**src/rtl/fetch_pc_gen_if.sv**
```systemverilog
// Fetch PC generator bus: redirect/halt control, predictor lookup and I-cache request.
interface fetch_pc_gen_if #(
  parameter int unsigned VADDR_WIDTH = 39,
  parameter int unsigned EPOCH_WIDTH = 3
);
  logic                   redirect_valid;
  logic [VADDR_WIDTH-1:0] redirect_pc;
  logic                   fetch_halt;
  logic [VADDR_WIDTH-1:0] bp_pc;
  logic                   bp_predict_valid;
  logic                   bp_pred_valid;
  logic                   bp_pred_taken;
  logic [VADDR_WIDTH-1:0] bp_pred_target;
  logic                   fetch_valid;
  logic                   fetch_ready;
  logic [VADDR_WIDTH-1:0] fetch_pc;
  logic                   fetch_pred_taken;
  logic [VADDR_WIDTH-1:0] fetch_pred_target;
  logic [EPOCH_WIDTH-1:0] fetch_epoch;
  logic                   flush;

  // PC generator side
  modport master (
    input  redirect_valid, redirect_pc, fetch_halt,
    input  bp_pred_valid, bp_pred_taken, bp_pred_target, fetch_ready,
    output bp_pc, bp_predict_valid, fetch_valid, fetch_pc,
    output fetch_pred_taken, fetch_pred_target, fetch_epoch, flush
  );

  // Environment side (backend, predictor, I-cache)
  modport slave (
    output redirect_valid, redirect_pc, fetch_halt,
    output bp_pred_valid, bp_pred_taken, bp_pred_target, fetch_ready,
    input  bp_pc, bp_predict_valid, fetch_valid, fetch_pc,
    input  fetch_pred_taken, fetch_pred_target, fetch_epoch, flush
  );
endinterface

```
**src/rtl/fetch_pc_gen.sv**
```systemverilog
// Next-PC generation: redirect > predicted-taken > sequential, epoch-tagged fetch requests.
module fetch_pc_gen #(
  parameter int unsigned            VADDR_WIDTH  = 39,
  parameter logic [VADDR_WIDTH-1:0] RESET_VECTOR = 39'h0080000000,
  parameter int unsigned            EPOCH_WIDTH  = 3
) (
  input  logic              clk,
  input  logic              rst,
  fetch_pc_gen_if.master    bus
);

  localparam logic [VADDR_WIDTH-1:0] ALIGN_MASK = ~VADDR_WIDTH'(3);
  localparam logic [VADDR_WIDTH-1:0] PC_STEP    = VADDR_WIDTH'(4);

  typedef enum logic [0:0] {
    BOOT = 1'b0,
    RUN  = 1'b1
  } state_e;

  state_e                 state_q, state_d;
  logic [VADDR_WIDTH-1:0] pc_q, pc_d;
  logic [EPOCH_WIDTH-1:0] epoch_q, epoch_d;

  logic fetch_valid_c;
  logic fire_c;
  logic taken_pred_c;

  // State, PC and epoch registers; reset takes precedence over any redirect
  always_ff @(posedge clk) begin
    if (rst) begin
      state_q <= BOOT;
      pc_q    <= RESET_VECTOR;
      epoch_q <= '0;
    end else begin
      state_q <= state_d;
      pc_q    <= pc_d;
      epoch_q <= epoch_d;
    end
  end

  // Next-state selection and request/handshake outputs
  always_comb begin
    state_d       = state_q;
    pc_d          = pc_q;
    epoch_d       = epoch_q;
    fetch_valid_c = 1'b0;
    fire_c        = 1'b0;
    taken_pred_c  = bus.bp_pred_valid && bus.bp_pred_taken;

    unique case (state_q)
      BOOT:    state_d = RUN;
      RUN:     fetch_valid_c = !rst && !bus.redirect_valid && !bus.fetch_halt;
      default: state_d = BOOT;
    endcase

    fire_c = fetch_valid_c && bus.fetch_ready;

    if (bus.redirect_valid) begin
      pc_d    = bus.redirect_pc & ALIGN_MASK;
      epoch_d = epoch_q + EPOCH_WIDTH'(1);
      state_d = RUN;
    end else if (fire_c && taken_pred_c) begin
      pc_d = bus.bp_pred_target & ALIGN_MASK;
    end else if (fire_c) begin
      pc_d = pc_q + PC_STEP;
    end
  end

  // Predictor sees only committed lookups so its RAS is not disturbed by stalls
  always_comb begin
    bus.bp_pc             = pc_q;
    bus.fetch_pc          = pc_q;
    bus.fetch_valid       = fetch_valid_c;
    bus.bp_predict_valid  = fire_c;
    bus.fetch_pred_taken  = taken_pred_c;
    bus.fetch_pred_target = taken_pred_c ? bus.bp_pred_target : '0;
    bus.fetch_epoch       = epoch_q;
    bus.flush             = bus.redirect_valid && !rst;
  end

endmodule

```
**src/flat_wrapper.sv**
```systemverilog
// flat-port wrapper written by rule: the top's interface ports become plain ports
module fetch_pc_gen_flat 
#(
  parameter int unsigned            VADDR_WIDTH  = 39,
  parameter logic [VADDR_WIDTH-1:0] RESET_VECTOR = 39'h0080000000,
  parameter int unsigned            EPOCH_WIDTH  = 3
)
  (clk, rst, bus_redirect_valid, bus_redirect_pc, bus_fetch_halt, bus_bp_pred_valid, bus_bp_pred_taken, bus_bp_pred_target, bus_fetch_ready, bus_bp_pc, bus_bp_predict_valid, bus_fetch_valid, bus_fetch_pc, bus_fetch_pred_taken, bus_fetch_pred_target, bus_fetch_epoch, bus_flush);
  fetch_pc_gen_if #(.VADDR_WIDTH(VADDR_WIDTH), .EPOCH_WIDTH(EPOCH_WIDTH)) bus_i ();
  input  logic clk;
  input  logic rst;
  input wire logic [$bits(bus_i.redirect_valid)-1:0] bus_redirect_valid;
  input wire logic [$bits(bus_i.redirect_pc)-1:0] bus_redirect_pc;
  input wire logic [$bits(bus_i.fetch_halt)-1:0] bus_fetch_halt;
  input wire logic [$bits(bus_i.bp_pred_valid)-1:0] bus_bp_pred_valid;
  input wire logic [$bits(bus_i.bp_pred_taken)-1:0] bus_bp_pred_taken;
  input wire logic [$bits(bus_i.bp_pred_target)-1:0] bus_bp_pred_target;
  input wire logic [$bits(bus_i.fetch_ready)-1:0] bus_fetch_ready;
  output wire logic [$bits(bus_i.bp_pc)-1:0] bus_bp_pc;
  output wire logic [$bits(bus_i.bp_predict_valid)-1:0] bus_bp_predict_valid;
  output wire logic [$bits(bus_i.fetch_valid)-1:0] bus_fetch_valid;
  output wire logic [$bits(bus_i.fetch_pc)-1:0] bus_fetch_pc;
  output wire logic [$bits(bus_i.fetch_pred_taken)-1:0] bus_fetch_pred_taken;
  output wire logic [$bits(bus_i.fetch_pred_target)-1:0] bus_fetch_pred_target;
  output wire logic [$bits(bus_i.fetch_epoch)-1:0] bus_fetch_epoch;
  output wire logic [$bits(bus_i.flush)-1:0] bus_flush;
  assign bus_i.redirect_valid = bus_redirect_valid;
  assign bus_i.redirect_pc = bus_redirect_pc;
  assign bus_i.fetch_halt = bus_fetch_halt;
  assign bus_i.bp_pred_valid = bus_bp_pred_valid;
  assign bus_i.bp_pred_taken = bus_bp_pred_taken;
  assign bus_i.bp_pred_target = bus_bp_pred_target;
  assign bus_i.fetch_ready = bus_fetch_ready;
  assign bus_bp_pc = bus_i.bp_pc;
  assign bus_bp_predict_valid = bus_i.bp_predict_valid;
  assign bus_fetch_valid = bus_i.fetch_valid;
  assign bus_fetch_pc = bus_i.fetch_pc;
  assign bus_fetch_pred_taken = bus_i.fetch_pred_taken;
  assign bus_fetch_pred_target = bus_i.fetch_pred_target;
  assign bus_fetch_epoch = bus_i.fetch_epoch;
  assign bus_flush = bus_i.flush;
  fetch_pc_gen #(.VADDR_WIDTH(VADDR_WIDTH), .RESET_VECTOR(RESET_VECTOR), .EPOCH_WIDTH(EPOCH_WIDTH)) u_core (.clk(clk), .rst(rst), .bus(bus_i));
endmodule
```
**config.mk**
```make
export PLATFORM = sky130hd
export DESIGN_NAME = fetch_pc_gen_flat
export DESIGN_NICKNAME = d
export VERILOG_FILES = /design/src/rtl/fetch_pc_gen_if.sv /design/src/rtl/fetch_pc_gen.sv /design/src/flat_wrapper.sv
export SDC_FILE = /design/constraint.sdc
export NUM_CORES = 1
export LEC_CHECK = 0
export CAP_MARGIN = 20
export CORE_MARGIN = 3
export CORE_UTILIZATION = 35
export CTS_CLUSTER_SIZE = 12
export DETAILED_ROUTE_END_ITERATION = 10
export GPL_TIMING_DRIVEN = 0
export PLACE_DENSITY = 0.82
export SYNTH_ARGS = -nofsm -noshare
export SYNTH_HDL_FRONTEND = slang
export SYNTH_SLANG_ARGS = --single-unit
```
**constraint.sdc**
```tcl
create_clock -name clk -period 2.2 [get_ports clk]
set_input_delay 0.55 -clock clk [delete_from_list [all_inputs] [get_ports clk]]
set_output_delay 0.55 -clock clk [all_outputs]
set_load 0.05 [all_outputs]
```
== Yosys cells after proc, flatten, opt, wreduce, memory -nomap -nowiden ==
Cells that the tools add are included.
W data, S select, Z words.
Word-level totals
  word-level logic and storage cells: 23
  input port bits: 85
  bits in registers: 43
Operators by class
  mux-type cells: 6
  reduce and logical (&&, ||, !) cells: 11
  add/subtract/negate cells: 2
Operator list (number)
  $mux W39: 4
  $add A39 B3 Y39 const B: 1
  $logic_and A1 B1 Y1: 6
  $add A3 B1 Y3 const B: 1
  $logic_not A1 Y1: 3
  $reduce_bool A3 Y1: 1
  $reduce_or A3 Y1: 1
  $mux W1: 2

== Logic depth before layout (Yosys ltp) ==
  word-level depth: 8
  mapped depth: 8
  mapped depth without buffers: 6

== Worst setup path after synthesis ==
Ideal clock, no wire load.
  path kind: input to output
  from: input bus_redirect_valid
  to: output bus_fetch_valid
  buffers on the path: 3
  arrival time: 2.823 ns
  path slack: -1.173 ns
  required time: 1.650 ns
  stages on the path: 4
  path through: clkbuf_1 clkbuf_1 buf_1 nor4b_1
On the way
  word-level cells in the longest chain between the ends: 4
RTL lines
  start: declaration: RTL line flat_wrapper.sv:12  | input wire logic [$bits(bus_i.redirect_valid)-1:0] bus_redirect_valid;
  $logic_not A1 Y1: RTL line fetch_pc_gen.sv:52  | RUN: fetch_valid_c = !rst && !bus.redirect_valid && !bus.fetch_halt;
  $logic_and A1 B1 Y1 (2 in a row): RTL line fetch_pc_gen.sv:52
  $mux W1: RTL line fetch_pc_gen.sv:50  | unique case (state_q)
  end: declaration: RTL line flat_wrapper.sv:21  | output wire logic [$bits(bus_i.fetch_valid)-1:0] bus_fetch_valid;
Every way passes these cells.

== Final worst setup path ==
  from: input bus_fetch_halt
  to: output bus_bp_predict_valid
On the way
  word-level cells in the longest chain between the ends: 4
RTL lines
  start: declaration: RTL line flat_wrapper.sv:14  | input wire logic [$bits(bus_i.fetch_halt)-1:0] bus_fetch_halt;
  $logic_not A1 Y1: RTL line fetch_pc_gen.sv:52
  $logic_and A1 B1 Y1: RTL line fetch_pc_gen.sv:52
  $mux W1: RTL line fetch_pc_gen.sv:50
  $logic_and A1 B1 Y1: RTL line fetch_pc_gen.sv:56  | fire_c = fetch_valid_c && bus.fetch_ready;
  end: declaration: RTL line flat_wrapper.sv:20  | output wire logic [$bits(bus_i.bp_predict_valid)-1:0] bus_bp_predict_valid;
Every way passes these cells.

==> run_results.csv <==
group,metric,value,unit
outcome,status,"complete, no violations",
worst_setup_path,r2r_setup_slack,0.11,ns
placed_design,gp_congestion,0.9459,
worst_setup_path,crit_path_start_kind,"input port",
cts,clock_path_buffers,2,
floorplan,ios,209,
detailed_routing,drc,0,
cells_and_area,fin_cells,855,
worst_setup_path,reg2regPathDepth,7,
yosys,synth_area_per_cell,7.304,µm²
min_path,whs_endpoint,"u_core.bus.fetch_epoch[2]",
cts,cts_tree,"yes",
yosys,synthAdderAreaFrac,0.6880,%
detailed_routing,drt-total-wl,17630,µm
placed_design,dp_hpwl,12870,µm
placed_design,post-place-ws,-1.805,ns
yosys,yosys.area_share.simple,34.06,%
floorplan,core-area,0.009955,mm²
worst_setup_path,r2r_end,"u_core.bus.bp_pc[34]",
sta,timing.final.crit_period,2.176,ns
cts,numCtsBuffers,5,
global_routing,antenna_found_initial,0,
min_path,hp-class,"flip-flop to flip-flop",
yosys,synth_edf_count,0,
sta,hold_viol_final,0,
worst_setup_path,cp_max_fo,5,
global_routing,grt_start_max_net_pins,13,
sta,finalCritPeriodShare,98.89,%
worst_setup_path,reg2reg_from,"u_core.bus.bp_pc[2]",
worst_setup_path,required,1.65,ns
min_path,worstHoldStart,"u_core.bus.fetch_epoch[2]",
power_and_ir_drop,ir_drop,0.2652,mV
min_path,min_path_cells,2,
cts,root_buffer,"clkbuf_8",
cts,cts.clk_slew.worst_paths,0.08,ns
worst_setup_path,worst-setup-path-type,"input port to output port",
yosys,yosys-top-cells-area,"dfxtp_1 23%, buf_4 8.5%, and3_1 7.6%, nand2_1 6.7%, a21oi_1 4.8%",
yosys,synthFlopType,"dfxtp_1",
power_and_ir_drop,p_leak,2.932,nW
power_and_ir_drop,p_per_area,436.0,mW/mm²
floorplan,start_util,36.54,%
yosys,synth_top_family_by_area,"simple AND/OR/NAND/NOR gates",
yosys,yosysSeqAreaShare,22.57,%
floorplan,die_h,107.9,µm
sta,fmax,459.7,MHz
global_routing,grt_remaining_overflow,0,
cells_and_area,antenna_cells,0,
sta,whs,0.5288,ns
cells_and_area,nets,808,
placed_design,io_buffers,200,
worst_setup_path,cp.buffers_inverters,4,
detailed_routing,ant_nets,0,
cts,numClockSinks,41,
yosys,synth_cell_type_count,71,
cells_and_area,drive_above_1_share,26.87,%
yosys,synth_compound_area_share,22.91,%
detailed_routing,first_pass_iters,5,
global_routing,grt_pass1_vias,4876,
sta,relSlewSlack,54.96,%
worst_setup_path,worst_path_dominant_cell_family,"buffers and inverters",
worst_setup_path,crit_chain,"dlygate4sd2_1 > and3b_1 > clkbuf_8 > nand2_4 > clkinv_4 > buf_8",
floorplan,dieArea,0.01165,mm²
yosys,synth-seq-cells,41,
global_routing,grt_pass1_wl,26140,µm
cells_and_area,area_growth,70.35,%
sta,slew_viol_final,0,
run,max-cap-violations,0,
global_routing,track_usage,29.07,%
detailed_routing,post_drt_wl_per_cell,20.62,µm
sta,fin_worst_skew,0.01072,ns
yosys,ys_warn_count,0,
worst_setup_path,worstSetupEndpointType,"output port",
yosys,synth_xor_area_share,2.649,%
cts,htreeDepth,2,
worst_setup_path,worst_ep_arrival_time,1.63,ns
cts,hold_buffers,0,
detailed_routing,num_vias,4960,
cells_and_area,fillers,895,
floorplan,die_x,107.9,µm
yosys,synthMuxAreaShare,1.720,%
sta,setup_ws,0.02444,ns
yosys,netlist_instances,498,
detailed_routing,drtIter0Drc,408,
sta,setup_viol,0,
yosys,syn_area,0.003637,mm²
cts,clk_latency,0.30,ns
placed_design,dp_cells,834,
yosys,synth_top_area_share,22.57,%
detailed_routing,viasPerCell,5.801,
sta,worst_pin_slew,0.6756,ns
worst_setup_path,cpMaxStageDelayCell,"dlygate4sd2_1",
floorplan,num_rows,36,
yosys,synth_async_sr_flop_share,0,%
yosys,yosys.area.top_type,"dfxtp_1",
worst_setup_path,slowest_delay,0.33,ns
[cell usage after synthesis, drive strengths merged (10+ instances only)]
library cell,n
clkbuf,25
nand4,16
o21ai,26
a21oi,35
buf,49
nand3,21
dfxtp,41
inv,10
nand2,65
nor2,32
and3,47
nor3,13
[cells by family after synthesis]
| group | after synthesis |
|---|---|
| AND/OR/NAND/NOR | 224 |
| AO/OA/AOI/OAI | 127 |
| buffers and inverters | 86 |
| flip-flops | 41 |
| XOR/XNOR | 11 |
| multiplexers | 6 |
| adder cells (fa/ha/maj) | 2 |
| other | 1 |
[layout make-up]
| class | count | area (µm²) | share of cell area (%) |
|---|---|---|---|
| Multi-Input combinational cell | 374 | 2352 | 37.96 |
| Tap cell | 133 | 166.4 | 2.686 |
| Timing Repair Buffer | 215 | 2073 | 33.46 |
| Buffer | 73 | 619.3 | 9.996 |
| Inverter | 11 | 48.80 | 0.7876 |
| Sequential cell | 41 | 853.3 | 13.77 |
| Clock buffer | 6 | 72.57 | 1.171 |
| Clock inverter | 2 | 10.01 | 0.1616 |
[report_power, final]
part           switching, mW  total, mW  internal, mW
sequential             0.109      0.908         0.799
combinational          0.780       1.28         0.499
clock                  0.293      0.514         0.221
[per-layer routing]
layer  vias to the layer above  wire length [µm]  GRT usage [%]  share of wire, %
li1                       2239                 -              -                 -
met1                      2291              6363          33.73                36
met2                       365              8442          49.91                48
met3                        65              2058          7.642                12
met4                         0               770          13.44               4.4
met5                         -                 0              0                 0
[flip-flops by register name, summed over array words and instances (netlist names)]
signal,flops
u_core.state_q,1
u_core.bus.bp_pc,37
u_core.bus.fetch_epoch,3
[per-stage QoR]
| stage | util, % | power, mW | cell area, µm² | setup TNS, ns |
|---|---|---|---|---|
| after floorplan | - | 1.673 | 3707 | -0.1257 |
| after global placement | 59.02 | 2.169 | 5876 | -63.61 |
| after detailed placement | 59.02 | 2.189 | 5876 | -67.31 |
| after CTS | 61.80 | 2.684 | 6152 | 0 |
| after global routing | 62.24 | 2.781 | 6196 | -0.006058 |
| final | 62.24 | 2.702 | 6196 | 0 |
[layout by cell type, fill, tap and decap left out, types with 9 or more instances in the layout]
cell type	instances
dfxtp_2	20
dlymetal6s2s_1	17
clkbuf_8	15
buf_2	19
nor2_1	30
a211oi_1	9
nand4_1	14
and3_1	34
clkdlybuf4s50_1	107
dlygate4sd2_1	31
clkdlybuf4s15_2	12
a21oi_1	34
nor3_1	13
buf_4	55
inv_1	9
dfxtp_1	19
buf_6	12
nand2_1	62
o21ai_0	26
nand3_1	20
and3_2	13
[worst register-to-register path: cells and delay by family, from the launching register on]
family                   cells  cell delay [ns]
buffers and inverters        1             0.16
AND/OR/NAND/NOR              2             0.62
adder cells (fa/ha/maj)      1             0.18
flip-flops                   1             0.41
AO/OA/AOI/OAI                3             0.60
[how the worst max path moves through the flow]
stage	startpoint	end	depth (start not counted)
floorplan	bus_redirect_valid	bus_fetch_valid	4
global placement	bus_bp_pred_valid	bus_fetch_pred_target[15]	6
detailed placement	bus_bp_pred_valid	bus_fetch_pred_target[15]	6
CTS	u_core.bus.bp_pc[24]	bus_fetch_pc[24]	2
global route	bus_fetch_halt	bus_bp_predict_valid	6
finish	bus_fetch_halt	bus_bp_predict_valid	6
[timing repair]
| item | CTS | global route |
|---|---|---|
| gates cloned | 2 | 0 |
| buffers inserted | 12 | 1 |
| pin swaps | 2 | 2 |
| resized for setup | 288 | 42 |
| setup endpoints to repair | 103 | 52 |
(Power assumes the default switching activity.)
